**config.mk**
```make
export PLATFORM = sky130hd
export DESIGN_NAME = matrix_write_assembler
export DESIGN_NICKNAME = d
export VERILOG_FILES = /design/src/rtl/matrix_write_assembler.sv
export SDC_FILE = /design/constraint.sdc
export NUM_CORES = 1
export LEC_CHECK = 0
export ABC_AREA = 1
export BUFFER_PORTS_ARGS = -buffer_cell sky130_fd_sc_hd__buf_2
export CAP_MARGIN = 15
export CORE_MARGIN = 1
export CORE_UTILIZATION = 30
export DETAILED_ROUTE_END_ITERATION = 10
export PLACE_DENSITY = 0.47
export SLEW_MARGIN = 25
export SYNTH_ARGS = -nofsm -noshare
export SYNTH_HDL_FRONTEND = slang
export SYNTH_SLANG_ARGS = --single-unit
```
**constraint.sdc**
```tcl
create_clock -name clk -period 4.46 [get_ports clk]
set_clock_uncertainty 0.15 [all_clocks]
set_input_delay 1.115 -clock clk [delete_from_list [all_inputs] [get_ports clk]]
set_output_delay 1.115 -clock clk [all_outputs]
set_load 0.1 [all_outputs]
```
**src/rtl/matrix_write_assembler.sv**
```systemverilog
// rtl/matrix_write_assembler.sv - serial-to-parallel matrix assembler for the storage write port
//
// Collects row*col elements over a valid/ready handshake into a zero-filled
// buffer and issues one parallel write to a round-robin storage slot.
//
// Ports:
//   clk, rst_n             clock, asynchronous active-low reset
//   start, row_in, col_in  begin a matrix with the given dimensions (IDLE only)
//   abort                  drop the matrix being loaded, no write
//   in_valid, in_data      element stream, row-major
//   in_ready               element accepted on in_valid & in_ready
//   wr_en, target_idx      one-cycle write strobe and destination slot
//   write_row, write_col   latched dimensions of the written matrix
//   data_flat              element k at [k*DATA_WIDTH +: DATA_WIDTH]
//   elem_cnt               elements accepted for the current matrix
//   busy, done, dim_err    status: loading/committing, write finished, bad dimensions
module matrix_write_assembler #(
    parameter int DATA_WIDTH   = 8,
    parameter int MAX_SIZE     = 5,
    parameter int MATRIX_NUM   = 8,
    parameter int MATRIX_IDX_W = 3
) (
    input  logic                                  clk,
    input  logic                                  rst_n,
    input  logic                                  start,
    input  logic [2:0]                            row_in,
    input  logic [2:0]                            col_in,
    input  logic                                  abort,
    input  logic                                  in_valid,
    input  logic [DATA_WIDTH-1:0]                 in_data,
    output logic                                  in_ready,
    output logic                                  wr_en,
    output logic [MATRIX_IDX_W-1:0]               target_idx,
    output logic [2:0]                            write_row,
    output logic [2:0]                            write_col,
    output logic [MAX_SIZE*MAX_SIZE*DATA_WIDTH-1:0] data_flat,
    output logic [4:0]                            elem_cnt,
    output logic                                  busy,
    output logic                                  done,
    output logic                                  dim_err
);

    localparam int DEPTH = MAX_SIZE * MAX_SIZE;
    localparam logic [2:0] MAX_DIM = 3'(MAX_SIZE);
    localparam logic [MATRIX_IDX_W-1:0] LAST_SLOT = MATRIX_IDX_W'(MATRIX_NUM - 1);

    typedef enum logic [1:0] {
        S_IDLE,
        S_LOAD,
        S_COMMIT
    } state_t;

    state_t                  state;
    logic [DATA_WIDTH-1:0]   buffer [DEPTH];
    logic [4:0]              total;
    logic [MATRIX_IDX_W-1:0] alloc_ptr;
    logic                    dims_ok;
    logic                    last_elem;

    assign dims_ok   = (row_in != 3'd0) && (row_in <= MAX_DIM) &&
                       (col_in != 3'd0) && (col_in <= MAX_DIM);
    assign last_elem = (elem_cnt == total - 5'd1);

    for (genvar k = 0; k < DEPTH; k++) begin : g_flat
        assign data_flat[k*DATA_WIDTH +: DATA_WIDTH] = buffer[k];
    end

    always_ff @(posedge clk or negedge rst_n) begin
        if (!rst_n) begin
            state      <= S_IDLE;
            in_ready   <= 1'b0;
            wr_en      <= 1'b0;
            busy       <= 1'b0;
            done       <= 1'b0;
            dim_err    <= 1'b0;
            target_idx <= '0;
            alloc_ptr  <= '0;
            elem_cnt   <= '0;
            total      <= '0;
            write_row  <= 3'd1;
            write_col  <= 3'd1;
            for (int i = 0; i < DEPTH; i++) begin
                buffer[i] <= '0;
            end
        end else begin
            wr_en   <= 1'b0;
            done    <= 1'b0;
            dim_err <= 1'b0;
            case (state)
                S_IDLE: begin
                    if (start) begin
                        if (dims_ok) begin
                            write_row <= row_in;
                            write_col <= col_in;
                            total     <= {2'b00, row_in} * {2'b00, col_in};
                            elem_cnt  <= '0;
                            // Clearing here is what guarantees unused slots read 0.
                            for (int i = 0; i < DEPTH; i++) begin
                                buffer[i] <= '0;
                            end
                            in_ready  <= 1'b1;
                            busy      <= 1'b1;
                            state     <= S_LOAD;
                        end else begin
                            dim_err <= 1'b1;
                        end
                    end
                end
                S_LOAD: begin
                    // Abort wins over a same-cycle handshake; that element is lost.
                    if (abort) begin
                        in_ready <= 1'b0;
                        busy     <= 1'b0;
                        state    <= S_IDLE;
                    end else if (in_valid && in_ready) begin
                        buffer[elem_cnt] <= in_data;
                        elem_cnt         <= elem_cnt + 5'd1;
                        if (last_elem) begin
                            in_ready   <= 1'b0;
                            wr_en      <= 1'b1;
                            target_idx <= alloc_ptr;
                            state      <= S_COMMIT;
                        end
                    end
                end
                S_COMMIT: begin
                    busy      <= 1'b0;
                    done      <= 1'b1;
                    alloc_ptr <= (alloc_ptr == LAST_SLOT) ? '0 : alloc_ptr + 1'b1;
                    state     <= S_IDLE;
                end
                default: begin
                    state <= S_IDLE;
                end
            endcase
        end
    end

endmodule

```
==> flow_summary.yaml, run 1 <==
outcome:
  status: "finished clean"
detailed_routing:
  wl_um: 30000
  drc: 0
  drt_iter0_drc: 352
  ant_nets: 0
  route.vias.total: 7641
  drt-vias-per-instance: 4.54
  drtPass1Iterations: 4
  wl_per_cell_um: 17.8
clock_tree:
  cts_setup_buffers: 0
  htreeDepth: 1
  cts_hold_buf: 0
  cts_resized: 0
  cts.sinks: 229
  cts-root-buf: "clkbuf_16"
  cts_made_buffers: 27
  clock_latency_ns: 0.53
  cts_tree: "yes"
  clk_path_buf_depth: 3
  clk_pin_slew_ns: 0.06
final_layout:
  area_growth_pct: 26.0
  final_layout_size_suffix_gt1_share_pct: 28.5
  finish.utilization_pct: 38.3
  antenna_cells: 0
  stdcell_count: 1683
  nets: 1262
die:
  dieWidth_um: 183
  initial_core_util_pct: 30.4
  ioPinCount: 238
  die_h_um: 183
  core_mm2: 0.0325
  die-area_mm2: 0.0336
  rows: 66
power_and_ir_drop:
  p_leak_nw: 6.22
  finalPower_w: 0.00712
  vdd_ir_drop_max_v: 0.000450
  power_density_mw_per_mm2: 573
timing:
  max_slew_margin_pct: 50.9
  min_period_over_period_pct: 65.5
  hold_violations: 0
  tightest_slew_ns: 0.736
  drv_slew: 0
  fmax_mhz: 342
  setup-violations-final: 0
  period_needed_ns: 2.92
  fin_setup_tns_ns: 0
  rsz0062_at_grt: "false"
global_routing:
  antenna_found_initial: 2
  grt_pass1_wl_um: 47300
  overflow: 0
  grt_max_degree: 86
  grt_pass1_vias: 7668
  grt_usage_pct: 18.3
setup_path:
  max_stage_delay_ns: 0.59
  r2r_end: "data_flat[96]"
  slowest_stage: "dfrtp_1"
  end_kind: "output port"
  r2r_start: "state[0]"
  timing.critical_path.buf_inv: 1
  arrival_ns: 1.65
  rrSetupSlack_ns: 1.93
  cp.required_ns: 3.19
  crit_type: "flip-flop to output port"
  path_max_fanout: 11
  crit_chain: "buf_2"
  worst_r2r_path_depth: 8
  critical-path-top-delay-family: "flip-flops"
  start_kind: "flip-flop"
min_path:
  hold_class: "flip-flop to flip-flop"
  min_to: "data_flat[42]"
  hold_depth: 2
  min_from: "data_flat[42]"
place:
  hpwl_um: 19800
  post-place-cells: 1640
  gp_congestion: 0.806
  port_buffers: 237
yosys:
  syn_area_mm2: 0.00986
  syn_inst: 981
  ys.warnings.count: 0
  ys_types: 27
  synth_top_cell_by_area: "dfrtp_1"
  avgSynthCellArea_um2: 10.0
  synth_fp_nets: 1016
  synth_top_area_share_pct: 57.6
  synth_area_leaders: "dfrtp_1 58%, nand2_1 12%, o21ai_0 12%, nand3_4 8.7%, inv_1 2.1%"
  ys_ff_latch: 229
  yosysSeqAreaShare_pct: 58.2
job:
  maxCapViolCount: 0
==> worst max path at each step <==
| stage | endpoint | depth (start not counted) | from | slack, ns |
|---|---|---|---|---|
| floorplan | total[4] | 10 | col_in[2] | 1.59 |
| global placement | total[4] | 11 | col_in[2] | 1.34 |
| detailed placement | total[4] | 11 | col_in[2] | 1.31 |
| CTS | elem_cnt[2] | 1 | elem_cnt[2] | 1.48 |
| global route | elem_cnt[2] | 1 | elem_cnt[2] | 1.45 |
| finish | elem_cnt[2] | 1 | elem_cnt[2] | 1.54 |
==> metal layers <==
layer | part of all wire, % | GRT usage [%]
met3 | 6.1 | 4.25
met4 | 1.7 | 3.63
met1 | 47 | 25.7
met2 | 45 | 28.7
met5 | 0 | 0
==> state kept, by name, indices dropped and copies added, names as in the netlist <==
signal	count
state	2
alloc_ptr	3
target_idx	3
write_col	3
write_row	3
data_flat	200
done	1
wr_en	1
total	5
dim_err	1
in_ready	1
elem_cnt	5
busy	1
==> cells in the final DEF (no fill, tap or decap), drive strengths merged <==
master / synthesis / routed
dfstp: 2 / 2
xnor2: 3 / 3
clkbuf: 24 / 34
bufinv: 0 / 2
nand2: 314 / 314
fa: 2 / 2
mux2: 3 / 3
nand3b: 1 / 1
nor3: 2 / 2
buf: 11 / 252
clkinv: 0 / 4
ha: 14 / 14
o22ai: 2 / 2
inv: 55 / 55
nor2: 26 / 26
clkinvlp: 0 / 3
or2: 2 / 2
a21oi: 3 / 3
xor2: 3 / 3
nand3: 59 / 59
dfrtp: 227 / 227
o21ai: 228 / 228
==> where the power goes <==
part	switching, W	leakage (nW)	internal [W]
logic	0.00219	2.64	0.000457
clock network	0.000851	0.415	0.00129
registers	0.000102	3.16	0.00223
==> per-stage QoR <==
stage                     worst slack (ns)  hold WS (ns)  instance area (um^2)
after floorplan                       1.59         0.341                  9860
after global placement                1.34         0.312                 11600
after detailed placement              1.31         0.318                 11600
after CTS                             1.48         0.333                 12400
after global routing                  1.45         0.354                 12400
final                                 1.54         0.328                 12400
==> cell type report <==
type | count | area [um^2]
Tap cell | 442 | 553
Timing Repair Buffer | 252 | 1360
Sequential cell | 229 | 5730
Clock buffer | 34 | 752
Fill cell | 3302 | 20000
Inverter | 55 | 206
Multi-Input combinational cell | 662 | 3720
Clock inverter | 9 | 103
==> cells in the mapped netlist, drive strengths merged <==
library cell    n
nand2         314
o21ai         228
dfrtp         227
nand3          59
inv            55
nor2           26
clkbuf         24
ha             14
buf            11
a21oi           3
mux2            3
xnor2           3
xor2            3
dfstp           2
fa              2
nor3            2
o22ai           2
or2             2
nand3b          1
==> logic make-up after synthesis <==
kind of cell,after synthesis,synth area share (%)
and+or+nand+nor,404,22.5
AOI/OAI and AO/OA,233,12.0
DFF,229,58.2
buffers and inverters,90,4.24
adders and majority gates,16,2.18
xor gates and xnor gates,6,0.533
muxes,3,0.343
No activity file was read; power rests on OpenSTA's default activity.
==> inputs of run 2 (changes only) <==
--- a/config.mk
+++ b/config.mk
@@ -5,7 +5,7 @@
 export SDC_FILE = /design/constraint.sdc
 export NUM_CORES = 1
 export LEC_CHECK = 0
-export ABC_AREA = 1
+export ABC_AREA = 0
 export BUFFER_PORTS_ARGS = -buffer_cell sky130_fd_sc_hd__buf_2
 export CAP_MARGIN = 15
 export CORE_MARGIN = 1
==> constraint.sdc (replaced) <==
create_clock -name clk -period 3 [get_ports clk]
set_clock_uncertainty 0.15 [all_clocks]
set_input_delay 0.75 -clock clk [delete_from_list [all_inputs] [get_ports clk]]
set_output_delay 0.75 -clock clk [all_outputs]
set_load 0.1 [all_outputs]
==> run 2 against run 1 <==
Count of clock-buffer cells in the layout grew 8. Critical endpoint unchanged. Sequential cell count is the same. Worst hold slack lost 0.31 ns. Worst setup slack lost 1.2 ns. Synthesized cell count shrank 13%. Wire length grew 6.5%.
==> flow_summary.yaml, run 2 <==
die:
  die_h_um: 181
  die-area_mm2: 0.0329
  initial_core_util_pct: 30.6
  dieWidth_um: 181
  rows: 65
  core_mm2: 0.0316
  ioPinCount: 238
timing:
  max_slew_margin_pct: 38.7
  period_needed_ns: 2.68
  setup-violations-final: 0
  tightest_slew_ns: 0.917
  drv_slew: 0
  fmax_mhz: 373
  min_period_over_period_pct: 89.5
  fin_setup_tns_ns: 0
  rsz0062_at_grt: "false"
  hold_violations: 0
clock_tree:
  htreeDepth: 1
  cts_hold_buf: 0
  clk_path_buf_depth: 3
  clk_pin_slew_ns: 0.06
  clock_latency_ns: 0.53
  cts_made_buffers: 27
  cts_tree: "yes"
  cts_resized: 0
  cts-root-buf: "clkbuf_16"
  cts_setup_buffers: 0
  cts.sinks: 229
setup_path:
  cp.required_ns: 2.10
  end_kind: "output port"
  start_kind: "flip-flop"
  arrival_ns: 1.78
  crit_type: "flip-flop to output port"
  crit_chain: "buf_4 -> buf_2"
  path_max_fanout: 10
  max_stage_delay_ns: 0.55
  slowest_stage: "dfrtp_1"
final_layout:
  final_layout_size_suffix_gt1_share_pct: 32.1
  antenna_cells: 0
  stdcell_count: 1525
  layout_common_cells: "236 x buf_2, 227 x dfrtp_1, 110 x o21ai_0"
  area_growth_pct: 28.6
  final_common_cell: "buf_2"
  largest_register_ffs: 200
  nets: 1140
yosys:
  yosys.cell_count.top_type: "dfrtp_1"
  synth_edf_count: 0
  ys.warnings.count: 0
  syn_area_mm2: 0.00964
  synthFlopType: "dfrtp_1"
  yosysSeqAreaShare_pct: 59.5
  synth_fp_nets: 888
  syn_inst: 853
  synth_area_leaders: "dfrtp_1 59%, a22o_1 6.9%, o21ai_0 5.7%, nand2_1 3.6%, o211ai_1 3.2%"
  ys_types: 59
  synth_top_cell_by_area: "dfrtp_1"
  async_flop_share_pct: 100
  avgSynthCellArea_um2: 11.3
  ys_ff_latch: 229
  synthTopCellsByCount: "227 x dfrtp_1, 110 x o21ai_0, 93 x nand2_1, 76 x a22o_1, 42 x nand3_1"
  synth_top_area_share_pct: 58.9
global_routing:
  grt_max_degree: 68
  grt_pass1_wl_um: 49000
  grt_use_met1_pct: 27.6
  use_met3_pct: 3.02
  overflow: 0
  grt.met2_usage_pct: 30.5
  grt_usage_pct: 19.3
  antenna_found_initial: 0
  grt_pass1_vias: 7683
  top_usage_layer: "met2"
place:
  hpwl_um: 22100
  gp_congestion: 0.783
  post-place-cells: 1478
  port_buffers: 237
detailed_routing:
  drtPass1Iterations: 4
  drc: 0
  ant_nets: 0
  drt_iter0_drc: 421
  wl_per_cell_um: 21.0
  drt-vias-per-instance: 5.18
  wl_um: 32000
  route.vias.total: 7905
power_and_ir_drop:
  p_leak_nw: 6.29
  vdd_ir_drop_max_v: 0.000982
  power_density_mw_per_mm2: 786
job:
  maxCapViolCount: 0
min_path:
  hold_class: "input pin to async pin"
outcome:
  status: "finished clean"
[run 2: through the flow]
| step | utilization [%] | area [um^2] | power, W | hold slack (ns) | setup slack [ns] |
|---|---|---|---|---|---|
| floorplan | - | 9640 | 0.00567 | 0.304 | 0.127 |
| CTS | 39.3 | 12400 | 0.00986 | 0.0452 | 0.309 |
| finish | 39.3 | 12400 | 0.00974 | 0.0147 | 0.316 |
| global route | 39.3 | 12400 | 0.0102 | 0.0509 | 0.166 |
| global placement | 36.5 | 11500 | 0.00659 | 0.296 | 0.156 |
| detailed placement | 36.5 | 11500 | 0.00659 | 0.300 | 0.131 |
[run 2: metal layers]
metal	wire length (um)	share of wire, %	up-vias
li1	-	-	3618
met1	14600	46	3990
met2	15000	47	260
met3	1730	5.4	37
met4	639	2.0	0
met5	0	0	-
[run 2: worst paths after layout]
| path | start | to | slack [ns] | cells past startpoint |
|---|---|---|---|---|
| max | elem_cnt[2] | elem_cnt[2] | 0.32 | 2 |
| min | rst_n | data_flat[113] | 0.01 | 1 |
| max reg2reg | state[0] | data_flat[47] | 0.39 | 8 |
| min reg2reg | write_col[0] | write_col[0] | 0.30 | 2 |
| max in group asynchronous | rst_n | data_flat[123] | 1.94 | 2 |
| min in group clk | write_col[0] | write_col[0] | 0.30 | 2 |
[run 2: cell families (layout without fill, tap and decap cells)]
logic type,Yosys count,after routing,synth area share (%)
AND/OR/NAND/NOR,218,218,11.4
multiplexers,15,15,1.64
AO/OA/AOI/OAI,285,285,21.0
XOR/XNOR,8,8,0.727
buffers and inverters,82,352,3.53
adder cells (fa/ha/maj),16,16,2.23
flip-flops,229,229,59.5
[run 2: critical path, delay by kind of cell (launching register included)]
kind / cells / cell delay, ns
DFF: 1 / 0.55
buffers and inverters: 2 / 0.70
[run 2: report_power, final]
part | leakage [nW] | internal (W) | switching, W
Combinational | 2.69 | 0.000578 | 0.00247
Clock | 0.427 | 0.00197 | 0.00126
Sequential | 3.17 | 0.00331 | 0.000159
[run 2: area by class of cell]
class	instances	area [um^2]
fill	3162	19200
sequential	229	5730
multi-input combinational	542	3590
timing repair buffer	286	1630
clock buffer	42	792
tap	402	503
clock inverter	5	78.8
inverter	19	71.3
==> inputs of run 3 (changes only) <==
--- a/config.mk
+++ b/config.mk
@@ -12,6 +12,8 @@
 export CORE_UTILIZATION = 30
 export DETAILED_ROUTE_END_ITERATION = 10
 export PLACE_DENSITY = 0.47
+export RECOVER_POWER = 25
+export REMOVE_ABC_BUFFERS = 1
 export SLEW_MARGIN = 25
 export SYNTH_ARGS = -nofsm -noshare
 export SYNTH_HDL_FRONTEND = slang
==> run 3 against run 2 <==
The flow now finishes with violations (capacitance limit, slew limit). Count of clock-buffer cells in the layout fell by 4. Wire length barely moved. Utilization rose by 0.10 points. Worst setup slack improved by 0.016 ns. Sequential cell count did not move. Via count fell by 1.5%. Combinational power barely moved. Largest power group unchanged. Highest routed layer unchanged.
==> flow_summary.yaml, run 3 (synthesis gave the netlist of run 2 again) <==
final_layout:
  layout_common_cells: "236 x buf_2, 227 x dfrtp_1, 110 x o21ai_0"
  finish.utilization_pct: 39.4
  area_growth_pct: 28.9
  final_common_cell: "buf_2"
  nFillCells: 3142
  final_layout_size_suffix_gt1_share_pct: 32.6
  regArea_mm2: 0.00573
  multi_input_area_mm2: 0.00359
  antenna_cells: 0
  post-route-cell-area_mm2: 0.0124
  largest_register_ffs: 200
  nets: 1143
timing:
  worst_slack_ns: 0.332
  fin_setup_tns_ns: 0
  max_slew_margin_pct: -27.3
  hold-worst-slack_ns: 0.302
  period_needed_ns: 2.67
  setup-violations-final: 0
  fmax_mhz: 375
  rsz0062_at_grt: "false"
  min_period_over_period_pct: 88.9
  hold_violations: 0
  drv_slew: 71
  tightest_slew_ns: 1.91
global_routing:
  overflow: 0
  antenna_found_initial: 0
  grt_max_degree: 73
  grt_pass1_wl_um: 48700
  grt_usage_pct: 19.3
  grt_pass1_vias: 7503
power_and_ir_drop:
  power.switching_w: 0.00392
  pwr-share-comb_pct: 31.3
  vdd_ir_drop_max_v: 0.000574
  power_frac_clock_pct: 33.1
  pwr-share-seq_pct: 35.6
  switching_share_pct: 40.1
  p_leak_nw: 6.30
  p_int_w: 0.00584
  power_density_mw_per_mm2: 785
min_path:
  min_from: "row_in[0]"
  hold_depth: 3
  min_to: "write_row[0]"
  hold_class: "input pin to flip-flop"
setup_path:
  path_max_fanout: 19
  slowest_stage: "dfrtp_1"
  crit_type: "flip-flop to flip-flop"
  r2r_start: "state[0]"
  crit_chain: "inv_1 -> ha_1 -> buf_4 -> nand3_1 -> a211o_1 -> o21ai_2 -> nor2_1 -> a22o_1"
  r2r_end: "data_flat[23]"
  timing.critical_path.buf_inv: 2
  start_kind: "flip-flop"
  cp.required_ns: 3.27
  critical-path-top-delay-family: "compound AO/OA/AOI/OAI gates"
  arrival_ns: 2.94
  max_stage_delay_ns: 0.42
  cp.depth: 8
  worst_r2r_path_depth: 8
  rrSetupSlack_ns: 0.33
  end_kind: "flip-flop"
detailed_routing:
  wl_per_cell_um: 20.9
  drt-vias-per-instance: 5.09
  route.vias.total: 7785
  ant_nets: 0
  drc: 0
  wl_um: 32000
  drt_iter0_drc: 541
  drtPass1Iterations: 5
die:
  initial_core_util_pct: 30.6
  die_h_um: 181
  ioPinCount: 238
  rows: 65
  core_mm2: 0.0316
  die-area_mm2: 0.0329
  dieWidth_um: 181
clock_tree:
  cts.sinks: 229
  cts-root-buf: "clkbuf_16"
  cts_hold_buf: 0
  clk_path_buf_depth: 3
  cts_made_buffers: 26
  cts_resized: 0
  clk_pin_slew_ns: 0.06
  clock_latency_ns: 0.54
  cts_setup_buffers: 0
  htreeDepth: 1
  cts_tree: "yes"
place:
  gp_congestion: 0.800
  dp_slack_ns: 0.123
  dpl_cell_area_mm2: 0.0116
  port_buffers: 237
  hpwl_um: 22100
outcome:
  violations: "capacitance limit, slew limit"
  status: "finished, violations left"
job:
  maxCapViolCount: 1
-- run 3: changes by cell type in the layout (fill, tap and decap cells not counted), sizes merged --
| cell | before | now |
|---|---|---|
| clkinvlp | 0 | 1 |
| clkbuf | 42 | 41 |
| buf | 286 | 287 |
| clkinv | 2 | 6 |
| inv | 20 | 19 |
-- run 3: worst max path at each step --
stage	startpoint	end	slack, ns
after floorplan	in_ready	data_flat[88]	-0.95
after global placement	row_in[2]	data_flat[110]	0.17
after detailed placement	row_in[2]	data_flat[110]	0.12
after CTS	state[0]	data_flat[23]	0.29
after global routing	rst_n	data_flat[25]	0.13
final	state[0]	data_flat[23]	0.33
-- run 3: power groups by stage --
stage | clock [W] | combinational (W) | sequential, W
finish | 0.00323 | 0.00305 | 0.00348
global route | 0.00346 | 0.00326 | 0.00351
CTS | 0.00333 | 0.00309 | 0.00348
detailed placement | 0 | 0.00309 | 0.00353
global placement | 0 | 0.00308 | 0.00353
floorplan | 0 | 0.000900 | 0.00469
-- run 3: area by class of cell --
class / count / area share, %
clock buffer: 38 / 6.16
clock inverter: 9 / 0.876
inverter: 19 / 0.574
multi-input combinational: 542 / 28.9
sequential: 229 / 46.1
tap: 402 / 4.05
timing repair buffer: 290 / 13.3
-- run 3: through the flow --
stage,cells,total power [W]
final,1529,0.00976
after global routing,1529,0.0102
after CTS,1529,0.00990
after detailed placement,1482,0.00662
after global placement,1482,0.00661
after floorplan,790,0.00559
-- run 3: worst register-to-register path, stage by stage (launching register included) --
cell and delay [ns]:
dfrtp_1 0.42, inv_1 0.11, ha_1 0.32, buf_4 0.29, nand3_1 0.23, a211o_1 0.34
o21ai_2 0.24, nor2_1 0.20, a22o_1 0.26
-- run 3: per-layer routing --
metal / track usage, % / part of all wire [%]
met4: 3.66 / 1.4
met3: 2.88 / 4.6
met5: 0 / 0
met1: 27.0 / 46
met2: 31.7 / 48
